[config.mk]
export PLATFORM = sky130hd
export DESIGN_NAME = uvmt_cv32e40x_sl_trigger_match_mem_seq_flat
export DESIGN_NICKNAME = d
export VERILOG_FILES = /design/src/rtl/uvmt_cv32e40x_sl_trigger_match_mem_seq_if.sv /design/src/rtl/uvmt_cv32e40x_sl_trigger_match_mem_seq.sv /design/src/flat_wrapper.sv
export SDC_FILE = /design/constraint.sdc
export NUM_CORES = 2
export LEC_CHECK = 0
export CAP_MARGIN = 20
export CELL_PAD_IN_SITES_DETAIL_PLACEMENT = 1
export CELL_PAD_IN_SITES_GLOBAL_PLACEMENT = 2
export CORE_MARGIN = 3
export CORE_UTILIZATION = 33
export DETAILED_ROUTE_END_ITERATION = 10
export PLACE_DENSITY = 0.88
export SLEW_MARGIN = 25
export SYNTH_ARGS = -nofsm -noshare
export SYNTH_HDL_FRONTEND = slang
export SYNTH_SLANG_ARGS = --single-unit
[constraint.sdc]
create_clock -name clk_i -period 25.3 [get_ports clk_i]
set_input_delay 3.795 -clock clk_i [delete_from_list [all_inputs] [get_ports clk_i]]
set_output_delay 3.795 -clock clk_i [all_outputs]
set_load 0.02 [all_outputs]
[src/rtl/uvmt_cv32e40x_sl_trigger_match_mem_seq_if.sv]
// Instruction/trigger bundle presented to the sequential mload/mstore match checker.
interface uvmt_cv32e40x_sl_trigger_match_mem_seq_if #(
  parameter int unsigned NUM_TRIGGERS = 4,
  parameter int unsigned MAX_MEM_OPS  = 13,
  parameter int unsigned XLEN         = 32,
  parameter int unsigned BYTES_PER_OP = 4
);
  localparam int unsigned OPS_W = $clog2(MAX_MEM_OPS + 1);
  localparam int unsigned IDX_W = (MAX_MEM_OPS > 1) ? $clog2(MAX_MEM_OPS) : 1;

  logic                                 instr_valid_i;
  logic [MAX_MEM_OPS*XLEN-1:0]          mem_addr_i;
  logic [MAX_MEM_OPS*BYTES_PER_OP-1:0]  rmask_i;
  logic [MAX_MEM_OPS*BYTES_PER_OP-1:0]  wmask_i;
  logic [OPS_W-1:0]                     num_ops_i;
  logic                                 exception_i;
  logic [NUM_TRIGGERS-1:0]              match_execute_i;
  logic [NUM_TRIGGERS-1:0]              csr_conditions_i;
  logic [NUM_TRIGGERS*XLEN-1:0]         tdata1_i;
  logic [NUM_TRIGGERS*XLEN-1:0]         tdata2_i;

  logic                                 busy_o;
  logic                                 result_valid_o;
  logic [NUM_TRIGGERS-1:0]              trigger_match_mem_o;
  logic [IDX_W-1:0]                     match_op_idx_o;
  logic                                 match_found_o;
  logic                                 overrun_o;

  // Instruction source side
  modport master (
    output instr_valid_i, mem_addr_i, rmask_i, wmask_i, num_ops_i, exception_i,
           match_execute_i, csr_conditions_i, tdata1_i, tdata2_i,
    input  busy_o, result_valid_o, trigger_match_mem_o, match_op_idx_o,
           match_found_o, overrun_o
  );

  // Checker side
  modport slave (
    input  instr_valid_i, mem_addr_i, rmask_i, wmask_i, num_ops_i, exception_i,
           match_execute_i, csr_conditions_i, tdata1_i, tdata2_i,
    output busy_o, result_valid_o, trigger_match_mem_o, match_op_idx_o,
           match_found_o, overrun_o
  );
endinterface

[src/rtl/uvmt_cv32e40x_sl_trigger_match_mem_seq.sv]
// Sequential expected-trigger-match checker for multi-access (push/pop, XIF)
// instructions: scans one memory op per clock and reports the first op whose
// word-grouped byte matches hit any enabled mload/mstore trigger.
module uvmt_cv32e40x_sl_trigger_match_mem_seq #(
  parameter int unsigned NUM_TRIGGERS = 4,
  parameter int unsigned MAX_MEM_OPS  = 13,
  parameter int unsigned XLEN         = 32,
  parameter int unsigned BYTES_PER_OP = 4
) (
  input  logic clk_i,
  input  logic rst_i,
  uvmt_cv32e40x_sl_trigger_match_mem_seq_if.slave bus
);
  localparam int unsigned OPS_W = $clog2(MAX_MEM_OPS + 1);
  localparam int unsigned IDX_W = (MAX_MEM_OPS > 1) ? $clog2(MAX_MEM_OPS) : 1;
  localparam int unsigned KEY_W = XLEN - 2;

  typedef enum logic [1:0] {ST_IDLE, ST_SCAN, ST_DONE} state_e;

  state_e                                     state_q, state_d;
  logic [IDX_W-1:0]                           cnt_q, cnt_d;
  logic [NUM_TRIGGERS-1:0]                    hit_vec_q, hit_vec_d;
  logic [IDX_W-1:0]                           hit_idx_q, hit_idx_d;
  logic                                       rv_q, rv_d;
  logic [NUM_TRIGGERS-1:0]                    vec_out_q, vec_out_d;
  logic [IDX_W-1:0]                           idx_out_q, idx_out_d;
  logic                                       found_out_q, found_out_d;
  logic                                       overrun_q, overrun_d;
  logic                                       capture_c;
  logic                                       short_c;
  logic [IDX_W-1:0]                           last_idx_c;

  // Shadow copy of the instruction; only the tdata1 fields the rule uses are kept
  logic [MAX_MEM_OPS-1:0][XLEN-1:0]           addr_q;
  logic [MAX_MEM_OPS-1:0][BYTES_PER_OP-1:0]   rmask_q;
  logic [MAX_MEM_OPS-1:0][BYTES_PER_OP-1:0]   wmask_q;
  logic [OPS_W-1:0]                           ops_q;
  logic [NUM_TRIGGERS-1:0]                    cond_q;
  logic [NUM_TRIGGERS-1:0]                    load_en_q;
  logic [NUM_TRIGGERS-1:0]                    store_en_q;
  logic [NUM_TRIGGERS-1:0][3:0]               kind_q;
  logic [NUM_TRIGGERS-1:0][XLEN-1:0]          tdata2_q;

  logic [XLEN-1:0]                            op_addr_c;
  logic [BYTES_PER_OP-1:0]                    op_rmask_c;
  logic [BYTES_PER_OP-1:0]                    op_wmask_c;
  logic [NUM_TRIGGERS-1:0][XLEN-1:0]          napot_care_c;
  logic [BYTES_PER_OP-1:0][XLEN-1:0]          byte_addr_c;
  logic [BYTES_PER_OP-1:0][KEY_W-1:0]         byte_key_c;
  logic [BYTES_PER_OP-1:0][NUM_TRIGGERS-1:0]  byte_cmp_c;
  logic [BYTES_PER_OP-1:0][NUM_TRIGGERS-1:0]  byte_hit_c;
  logic [NUM_TRIGGERS-1:0]                    op_vec_c;
  logic                                       op_hit_c;

  assign short_c    = (bus.num_ops_i == '0) || bus.exception_i || (|bus.match_execute_i);
  assign last_idx_c = IDX_W'(ops_q - OPS_W'(1));
  assign op_addr_c  = addr_q[cnt_q];
  assign op_rmask_c = rmask_q[cnt_q];
  assign op_wmask_c = wmask_q[cnt_q];

  // Capture the retiring instruction so later input changes cannot disturb the scan
  always_ff @(posedge clk_i or posedge rst_i) begin
    if (rst_i) begin
      addr_q     <= '0;
      rmask_q    <= '0;
      wmask_q    <= '0;
      ops_q      <= '0;
      cond_q     <= '0;
      load_en_q  <= '0;
      store_en_q <= '0;
      kind_q     <= '0;
      tdata2_q   <= '0;
    end else if (capture_c) begin
      addr_q   <= bus.mem_addr_i;
      rmask_q  <= bus.rmask_i;
      wmask_q  <= bus.wmask_i;
      ops_q    <= (bus.num_ops_i > OPS_W'(MAX_MEM_OPS)) ? OPS_W'(MAX_MEM_OPS) : bus.num_ops_i;
      cond_q   <= bus.csr_conditions_i;
      tdata2_q <= bus.tdata2_i;
      for (int t = 0; t < NUM_TRIGGERS; t++) begin
        load_en_q[t]  <= bus.tdata1_i[t*XLEN + 0];
        store_en_q[t] <= bus.tdata1_i[t*XLEN + 1];
        kind_q[t]     <= bus.tdata1_i[t*XLEN + 7 +: 4];
      end
    end
  end

  // NAPOT care mask: trailing ones of tdata2 plus the next bit are don't-care
  always_comb begin
    napot_care_c = '0;
    for (int t = 0; t < NUM_TRIGGERS; t++) begin
      napot_care_c[t] = ~(tdata2_q[t] ^ (tdata2_q[t] + XLEN'(1)));
    end
  end

  // Per-byte address compare and per-trigger byte match for the current op
  always_comb begin
    byte_addr_c = '0;
    byte_key_c  = '0;
    byte_cmp_c  = '0;
    byte_hit_c  = '0;
    for (int b = 0; b < BYTES_PER_OP; b++) begin
      byte_addr_c[b] = op_addr_c + XLEN'(b);
      byte_key_c[b]  = byte_addr_c[b][XLEN-1:2];
      for (int t = 0; t < NUM_TRIGGERS; t++) begin
        case (kind_q[t])
          4'd0:    byte_cmp_c[b][t] = (byte_addr_c[b] == tdata2_q[t]);
          4'd1:    byte_cmp_c[b][t] = (((byte_addr_c[b] ^ tdata2_q[t]) & napot_care_c[t]) == '0);
          4'd2:    byte_cmp_c[b][t] = (byte_addr_c[b] >= tdata2_q[t]);
          4'd3:    byte_cmp_c[b][t] = (byte_addr_c[b] <  tdata2_q[t]);
          default: byte_cmp_c[b][t] = 1'b0;
        endcase
        byte_hit_c[b][t] = cond_q[t]
                         & ((load_en_q[t] & op_rmask_c[b]) | (store_en_q[t] & op_wmask_c[b]))
                         & byte_cmp_c[b][t];
      end
    end
  end

  // Pick the first word group (by lowest byte index) that contains a matching byte
  always_comb begin : group_select
    logic                    leader;
    logic [NUM_TRIGGERS-1:0] grp_vec;
    op_vec_c = '0;
    op_hit_c = 1'b0;
    leader   = 1'b0;
    grp_vec  = '0;
    for (int g = 0; g < BYTES_PER_OP; g++) begin
      leader = 1'b1;
      for (int b = 0; b < g; b++) begin
        if (byte_key_c[b] == byte_key_c[g]) leader = 1'b0;
      end
      grp_vec = '0;
      for (int b = 0; b < BYTES_PER_OP; b++) begin
        if (byte_key_c[b] == byte_key_c[g]) grp_vec = grp_vec | byte_hit_c[b];
      end
      if (!op_hit_c && leader && (|grp_vec)) begin
        op_vec_c = grp_vec;
        op_hit_c = 1'b1;
      end
    end
  end

  // State and result registers
  always_ff @(posedge clk_i or posedge rst_i) begin
    if (rst_i) begin
      state_q     <= ST_IDLE;
      cnt_q       <= '0;
      hit_vec_q   <= '0;
      hit_idx_q   <= '0;
      rv_q        <= 1'b0;
      vec_out_q   <= '0;
      idx_out_q   <= '0;
      found_out_q <= 1'b0;
      overrun_q   <= 1'b0;
    end else begin
      state_q     <= state_d;
      cnt_q       <= cnt_d;
      hit_vec_q   <= hit_vec_d;
      hit_idx_q   <= hit_idx_d;
      rv_q        <= rv_d;
      vec_out_q   <= vec_out_d;
      idx_out_q   <= idx_out_d;
      found_out_q <= found_out_d;
      overrun_q   <= overrun_d;
    end
  end

  // Next-state: accept, scan one op per cycle, publish result for one cycle
  always_comb begin
    state_d     = state_q;
    cnt_d       = cnt_q;
    hit_vec_d   = hit_vec_q;
    hit_idx_d   = hit_idx_q;
    rv_d        = 1'b0;
    vec_out_d   = vec_out_q;
    idx_out_d   = idx_out_q;
    found_out_d = found_out_q;
    overrun_d   = overrun_q;
    capture_c   = 1'b0;

    if (bus.instr_valid_i && (state_q != ST_IDLE)) overrun_d = 1'b1;

    case (state_q)
      ST_IDLE: begin
        if (bus.instr_valid_i) begin
          capture_c = 1'b1;
          cnt_d     = '0;
          hit_vec_d = '0;
          hit_idx_d = '0;
          state_d   = short_c ? ST_DONE : ST_SCAN;
        end
      end
      ST_SCAN: begin
        if (op_hit_c) begin
          hit_vec_d = op_vec_c;
          hit_idx_d = cnt_q;
          state_d   = ST_DONE;
        end else if (cnt_q == last_idx_c) begin
          state_d = ST_DONE;
        end else begin
          cnt_d = cnt_q + IDX_W'(1);
        end
      end
      ST_DONE: begin
        rv_d        = 1'b1;
        vec_out_d   = hit_vec_q;
        idx_out_d   = hit_idx_q;
        found_out_d = |hit_vec_q;
        state_d     = ST_IDLE;
      end
      default: state_d = ST_IDLE;
    endcase
  end

  assign bus.busy_o              = (state_q != ST_IDLE);
  assign bus.result_valid_o      = rv_q;
  assign bus.trigger_match_mem_o = vec_out_q;
  assign bus.match_op_idx_o      = idx_out_q;
  assign bus.match_found_o       = found_out_q;
  assign bus.overrun_o           = overrun_q;
endmodule
[src/flat_wrapper.sv]
// flat-port wrapper written by rule: the top's interface ports become plain ports
module uvmt_cv32e40x_sl_trigger_match_mem_seq_flat 
#(
  parameter int unsigned NUM_TRIGGERS = 4,
  parameter int unsigned MAX_MEM_OPS  = 13,
  parameter int unsigned XLEN         = 32,
  parameter int unsigned BYTES_PER_OP = 4
)
  (clk_i, rst_i, bus_instr_valid_i, bus_mem_addr_i, bus_rmask_i, bus_wmask_i, bus_num_ops_i, bus_exception_i, bus_match_execute_i, bus_csr_conditions_i, bus_tdata1_i, bus_tdata2_i, bus_busy_o, bus_result_valid_o, bus_trigger_match_mem_o, bus_match_op_idx_o, bus_match_found_o, bus_overrun_o);
  uvmt_cv32e40x_sl_trigger_match_mem_seq_if #(.NUM_TRIGGERS(NUM_TRIGGERS), .MAX_MEM_OPS(MAX_MEM_OPS), .XLEN(XLEN), .BYTES_PER_OP(BYTES_PER_OP)) bus_i ();
  input  logic clk_i;
  input  logic rst_i;
  input wire logic [$bits(bus_i.instr_valid_i)-1:0] bus_instr_valid_i;
  input wire logic [$bits(bus_i.mem_addr_i)-1:0] bus_mem_addr_i;
  input wire logic [$bits(bus_i.rmask_i)-1:0] bus_rmask_i;
  input wire logic [$bits(bus_i.wmask_i)-1:0] bus_wmask_i;
  input wire logic [$bits(bus_i.num_ops_i)-1:0] bus_num_ops_i;
  input wire logic [$bits(bus_i.exception_i)-1:0] bus_exception_i;
  input wire logic [$bits(bus_i.match_execute_i)-1:0] bus_match_execute_i;
  input wire logic [$bits(bus_i.csr_conditions_i)-1:0] bus_csr_conditions_i;
  input wire logic [$bits(bus_i.tdata1_i)-1:0] bus_tdata1_i;
  input wire logic [$bits(bus_i.tdata2_i)-1:0] bus_tdata2_i;
  output wire logic [$bits(bus_i.busy_o)-1:0] bus_busy_o;
  output wire logic [$bits(bus_i.result_valid_o)-1:0] bus_result_valid_o;
  output wire logic [$bits(bus_i.trigger_match_mem_o)-1:0] bus_trigger_match_mem_o;
  output wire logic [$bits(bus_i.match_op_idx_o)-1:0] bus_match_op_idx_o;
  output wire logic [$bits(bus_i.match_found_o)-1:0] bus_match_found_o;
  output wire logic [$bits(bus_i.overrun_o)-1:0] bus_overrun_o;
  assign bus_i.instr_valid_i = bus_instr_valid_i;
  assign bus_i.mem_addr_i = bus_mem_addr_i;
  assign bus_i.rmask_i = bus_rmask_i;
  assign bus_i.wmask_i = bus_wmask_i;
  assign bus_i.num_ops_i = bus_num_ops_i;
  assign bus_i.exception_i = bus_exception_i;
  assign bus_i.match_execute_i = bus_match_execute_i;
  assign bus_i.csr_conditions_i = bus_csr_conditions_i;
  assign bus_i.tdata1_i = bus_tdata1_i;
  assign bus_i.tdata2_i = bus_tdata2_i;
  assign bus_busy_o = bus_i.busy_o;
  assign bus_result_valid_o = bus_i.result_valid_o;
  assign bus_trigger_match_mem_o = bus_i.trigger_match_mem_o;
  assign bus_match_op_idx_o = bus_i.match_op_idx_o;
  assign bus_match_found_o = bus_i.match_found_o;
  assign bus_overrun_o = bus_i.overrun_o;
  uvmt_cv32e40x_sl_trigger_match_mem_seq #(.NUM_TRIGGERS(NUM_TRIGGERS), .MAX_MEM_OPS(MAX_MEM_OPS), .XLEN(XLEN), .BYTES_PER_OP(BYTES_PER_OP)) u_core (.clk_i(clk_i), .rst_i(rst_i), .bus(bus_i));
endmodule
Word level (Yosys, flattened, before mapping)

Cells that the tools add are included.

Bits in registers: 705
Input port bits: 792
Output and inout port bits: 12
Word-level logic and storage cells: 393

$add $sub $neg: 9
$lt $le $gt $ge: 34
Eq/ne operators: 48
Mux-type cells: 65
Bitwise operators: 132
Reduce and logical (&&, ||, !) cells: 45

Operators by type and width:

| operator                                            | number |
|---|---|
| bitwise XOR 32 bit                                  | 20 |
| AND 32 bit                                          | 16 |
| equality test 32 bit                                | 16 |
| >= comparator 32 bit                                | 16 |
| logical NOT 32 bit                                  | 16 |
| less-than comparator 32 bit                         | 16 |
| equality test 30 bit                                | 12 |
| adder 32 x 1 -> 32 bit, second input constant       | 5 |
| binary-select mux 32 bit (select 4 bit)             | 1 |
| NOT 32 bit                                          | 4 |
| two-way mux 4 bit                                   | 24 |
| adder 32 x 2 -> 32 bit, second input constant       | 2 |
| AND 1 bit                                           | 64 |
| one-hot mux 1 bit (4 select lines)                  | 16 |
| OR 4 bit                                            | 12 |
| binary-select mux 4 bit (select 4 bit)              | 2 |
| equality test 4 x 2 -> 1 bit, second input constant | 8 |
| two-way mux 32 bit                                  | 1 |
| one-hot mux 4 bit (2 select lines)                  | 3 |
| OR reduction 4 bit                                  | 6 |
| logical NOT 4 bit                                   | 5 |
| equality test 4 x 1 -> 1 bit, second input constant | 4 |
| OR 1 bit                                            | 16 |
| two-way mux 1 bit                                   | 13 |
| other kinds (20)                                    | 35 |

Longest topological paths before layout

Depth after elaboration: 30
Gate-level depth with buffers: 33
Gate-level depth less buffers: 27

Worst setup path before layout

OpenSTA, ideal clock, no wires.

Kind: register -> register
From: register u_core.cnt_q[1]
To: register u_core.cnt_q[0]
Setup time: 0.128 ns
Arrival: 7.214 ns
Required time: 25.172 ns
Slack: 17.959 ns
Stages on the path, launching flop included: 29
Buffers on the path: 6
Period minus slack after synthesis: 7.341 ns
Path through: dfrtp_1 > buf_2 > buf_2 > buf_2 > buf_2 > buf_2 > buf_2 > nand2_1 > a31oi_1 > nand4_1 > nor2_1 > and4_1 > nand3_1 > nor3_1 > xnor2_1 > ha_1 > nand4_1 > nor4_1 > nand2_1 > o21bai_1 > nor4b_1 > a31o_2 > nor3_1 > nor3_4 > a211oi_1 > nand3_2 > nor4_4 > a21oi_1 > mux2_1

Cells in the longest elaborated chain, start to end: 30
Elaborated cells between the ends (all ways): 264
Classes of those cells: 3 x add/sub; 32 x order compare; 31 x eq/ne; 44 x mux; 124 x bitwise; 30 x reduce/logical

RTL lines:

| what                                                            | line                                          | RTL |
|---|---|---|
| start, declared                                                 | uvmt_cv32e40x_sl_trigger_match_mem_seq.sv:21  | `logic [IDX_W-1:0] cnt_q, cnt_d;` |
| start signal, assigned                                          | uvmt_cv32e40x_sl_trigger_match_mem_seq.sv:158 | `cnt_q <= cnt_d;` |
| branches (longest 29 deep; another with adder 32 x 1 -> 32 bit) | -                                             |  |
| AND reduction 4 bit (no line) (*)                               | -                                             |  |

Every way passes the cells marked *. The select of a mux whose other input is x is not followed.
A chain may end at the register's enable or synchronous reset.

Final worst setup path

From: register u_core.cnt_q[0]
To: register u_core.cnt_q[0]

Cells in the longest elaborated chain, start to end: 30
Elaborated cells between the ends (all ways): 268
Classes of those cells: 4 x add/sub; 32 x order compare; 31 x eq/ne; 47 x mux; 124 x bitwise; 30 x reduce/logical

RTL lines:

| what |
|---|
| branches (longest 30 deep; another with adder 32 x 1 -> 32 bit) |

Several ways; the timed one is not identified. The select of a mux whose other input is x is not followed.

==> results.py <==
metrics = {
    "outcome": {
        "status": "finished, final reports clean",
    },
    "floorplan": {
        "row_count": 143,
        "coreArea_um2": 152000,
        "pin_count": 804,
        "die_area_um2": 159000,
        "die_w_um": 398,
        "die_h_um": 398,
        "start_util": 0.333,
    },
    "setup_path": {
        "end_kind": "register",
        "crit_slowest_cell": "xnor2_2",
        "critPathArrivalTime_ps": 11640,
        "cp_common_cell": "nand2_1",
        "reg2reg_depth": 26,
        "required_ps": 25910,
        "r2r-start": "u_core.cnt_q[0]",
        "r2r_slack_ps": 14270,
        "critPathLaunchType": "register",
        "crit_type": "reg -> reg",
        "critPathMaxFanout": 40,
        "reg2reg_to": "u_core.cnt_q[0]",
        "cpPeakStageDelay_ps": 770,
    },
    "cells_and_area": {
        "multi_input_area_um2": 32100,
        "post-route-util": 0.420,
        "mostFrequentLayoutCell": "nand2_1",
        "drive_gt1_frac": 0.0771,
        "final_cell_mix": "nand2_1 (2050), dfrtp_1 (701), clkdlybuf4s50_1 (699)",
        "layout.nets": 8153,
        "seq_area_um2": 17700,
        "area_growth_pct": 26.0,
        "nFillCells": 18000,
    },
    "clock_network": {
        "clock_sinks": 705,
        "cts_buffers": 83,
        "cts_resized": 0,
        "cts.htree.levels": 3,
        "hold_buffers": 0,
        "clockBufferDepth": 3,
        "cts_tree": "built",
        "insertion_delay_ps": 740,
        "post-cts-setup-buffer-count": 0,
        "clkTransAtPathRegs_ps": 60,
        "ctsRootBufferMaster": "clkbuf_16",
    },
    "power": {
        "internal_power_uw": 2800,
        "cellPowerDensity_nw_per_um2": 77.2,
        "p_comb_frac": 0.454,
        "leakagePower_uw": 0.0291,
        "switching_share": 0.434,
        "p_seq_frac": 0.297,
        "p_sw_uw": 2150,
        "vdd_drop_max_mv": 0.0577,
        "clkPwrFrac": 0.249,
    },
    "global_routing": {
        "grt_util_met3": 0.0648,
        "overflow": 0,
        "antenna_found_initial": 90,
        "gr-max-usage-layer": "met2",
        "grt_pass1_wl_mm": 385,
        "grt_pass1_vias": 53100,
        "grt_usage": 0.336,
        "use_met1": 0.422,
        "use_met2": 0.547,
        "grt_max_degree": 226,
    },
    "timing": {
        "hold_viol_final": 0,
        "setup-tns-final_ps": 0,
        "min_period_ps": 11030,
        "slew_headroom": 0.178,
        "rsz0062_at_grt": "no",
        "finClkSkew_ps": 59.7,
        "setup-violations-final": 0,
        "drv_slew": 0,
        "fmax_mhz": 90.7,
        "worst_pin_slew_ps": 1230,
        "period_share": 0.436,
    },
    "placement": {
        "place.gp.congestion": 1.04,
        "dp_hpwl_mm": 214,
        "port_buffers": 699,
    },
    "drt": {
        "firstDrtPassIters": 5,
        "drt_first_iter_violations": 4558,
        "drc": 0,
        "postRouteAntennaNets": 0,
        "avgRoutedWirePerCell_um": 30.7,
        "routed_via_density": 5.76,
        "vias": 51500,
        "routed_wl_mm": 274,
    },
    "hold_path": {
        "hold_path_depth": 2,
        "hold_path_startpoint": "u_core.addr_q[96]",
        "hold_path.class": "reg -> reg",
        "holdPathEnd": "u_core.addr_q[96]",
    },
    "synth": {
        "synth_cells": 6131,
        "syn_avg_cell_area_um2": 8.29,
        "async_flop_share": 1.00,
        "synth_edf_count": 0,
        "synth_nets": 7494,
        "synth_seq_area_share": 0.347,
        "dominantRegCellSynth": "dfrtp_1",
        "yosysUniqueCellTypes": 100,
        "ys_ff_latch": 705,
        "synth_warnings": 0,
        "synth_area_um2": 50800,
    },
    "flow_run": {
        "drv_cap": 0,
    },
}
critical path: cells and delay by family, from the launching register on:
family	cells	cell delay, ps
adders and majority gates	1	270
xor gates and xnor gates	2	950
and+or+nand+nor	13	4280
muxes	2	770
AOI/OAI and AO/OA	5	2010
buffers and inverters	3	1810
DFF	1	680
sequential cells by signal (all words and copies together), names as in the netlist, 2 cells and up:
register,flops
u_core.kind_q,16
u_core.cnt_q,4
u_core.wmask_q,52
u_core.state_q,2
u_core.bus.match_op_idx_o,4
u_core.addr_q,416
u_core.hit_vec_q,4
u_core.cond_q,4
u_core.hit_idx_q,4
u_core.tdata2_q,128
u_core.store_en_q,4
u_core.bus.trigger_match_mem_o,4
u_core.rmask_q,52
u_core.ops_q,4
u_core.load_en_q,4
routing by layer:
metal,part of all wire,vias to the layer above
met3,0.069,542
met2,0.46,1822
met4,0.058,40
met5,0.0010,-
li1,-,23200
met1,0.41,25900
synth_stat cells (11+ instances only):
library cell,count,area (µm²)
dfrtp_1,705,17600
o21ai_1,19,95.1
and4_1,27,236
nand3_1,98,490
buf_1,17,63.8
o31ai_1,13,97.6
buf_2,47,235
xnor2_1,64,561
nand2b_1,23,144
nand2_1,2051,7700
and3_1,45,282
clkbuf_1,197,739
ha_1,571,7140
or3_1,18,113
o211ai_1,42,315
nand4_1,143,895
a21o_1,46,345
nor4b_1,11,96.3
a31oi_1,95,594
mux2i_1,81,811
a21oi_1,334,1670
nor2b_1,24,150
xor2_1,37,324
o21ai_0,222,1110
o221ai_1,33,289
a41oi_1,30,263
and2_1,23,144
nor4_1,93,582
inv_1,180,676
a221oi_1,14,123
o21bai_1,15,113
a2111oi_0,11,96.3
a22oi_1,13,97.6
mux4_2,91,2050
nor2_1,235,882
or2_2,12,75.1
o22ai_1,73,457
o21a_1,22,165
a31o_2,13,114
o2111ai_1,13,114
nor3_1,87,435
or4_1,25,188
a211oi_1,49,368
stage by stage:
step | power [µW] | worst slack [ps] | std cells | instance area, µm² | hold WS [ps]
floorplan | 2680 | 1730 | 6131 | 50800 | 438
global placement | 3610 | 14360 | 8733 | 60900 | 450
detailed placement | 3660 | 14170 | 8734 | 61000 | 455
CTS | 4910 | 14130 | 8881 | 63800 | 470
global route | 5200 | 13780 | 8918 | 64000 | 484
finish | 4940 | 14270 | 8944 | 64000 | 468
cells by family after synthesis:
kind of cell,synth area share
adder cells (fa/ha/maj),0.141
buffers and inverters,0.0351
XOR/XNOR,0.0174
AND/OR/NAND/NOR,0.256
flip-flops,0.347
multiplexers,0.0583
AO/OA/AOI/OAI,0.146
final cells by class:
cell class              instances  area share
clock inverters                24     0.00545
inverters                     182      0.0108
repair buffers                843       0.127
multi-input cells            4975       0.501
clock buffers                 123      0.0376
flip-flops and latches        705       0.276
diodes                         62     0.00242
well taps                    2030      0.0397
worst max-delay path by stage:
| stage | from | endpoint | slack [ps] | cells past startpoint |
|---|---|---|---|---|
| final | u_core.cnt_q[0] | u_core.cnt_q[0] | 14270 | 26 |
| after global routing | u_core.cnt_q[0] | u_core.cnt_q[0] | 13780 | 26 |
| after CTS | u_core.cnt_q[0] | u_core.cnt_q[0] | 14130 | 26 |
| after detailed placement | u_core.cnt_q[0] | u_core.cnt_q[0] | 14170 | 26 |
| after global placement | u_core.cnt_q[0] | u_core.cnt_q[0] | 14360 | 26 |
| after floorplan | rst_i | u_core.addr_q[0] | 1730 | 1 |
power groups by stage:
stage	combinational, µW	sequential, µW	clock [µW]
6_report	2240	1470	1230
5_1_grt	2410	1490	1300
4_1_cts	2190	1470	1260
3_5_place_dp	2180	1480	0
3_3_place_gp	2140	1470	0
2_1_floorplan	1270	1420	0
Note: power is estimated with default switching activity, not from simulation.
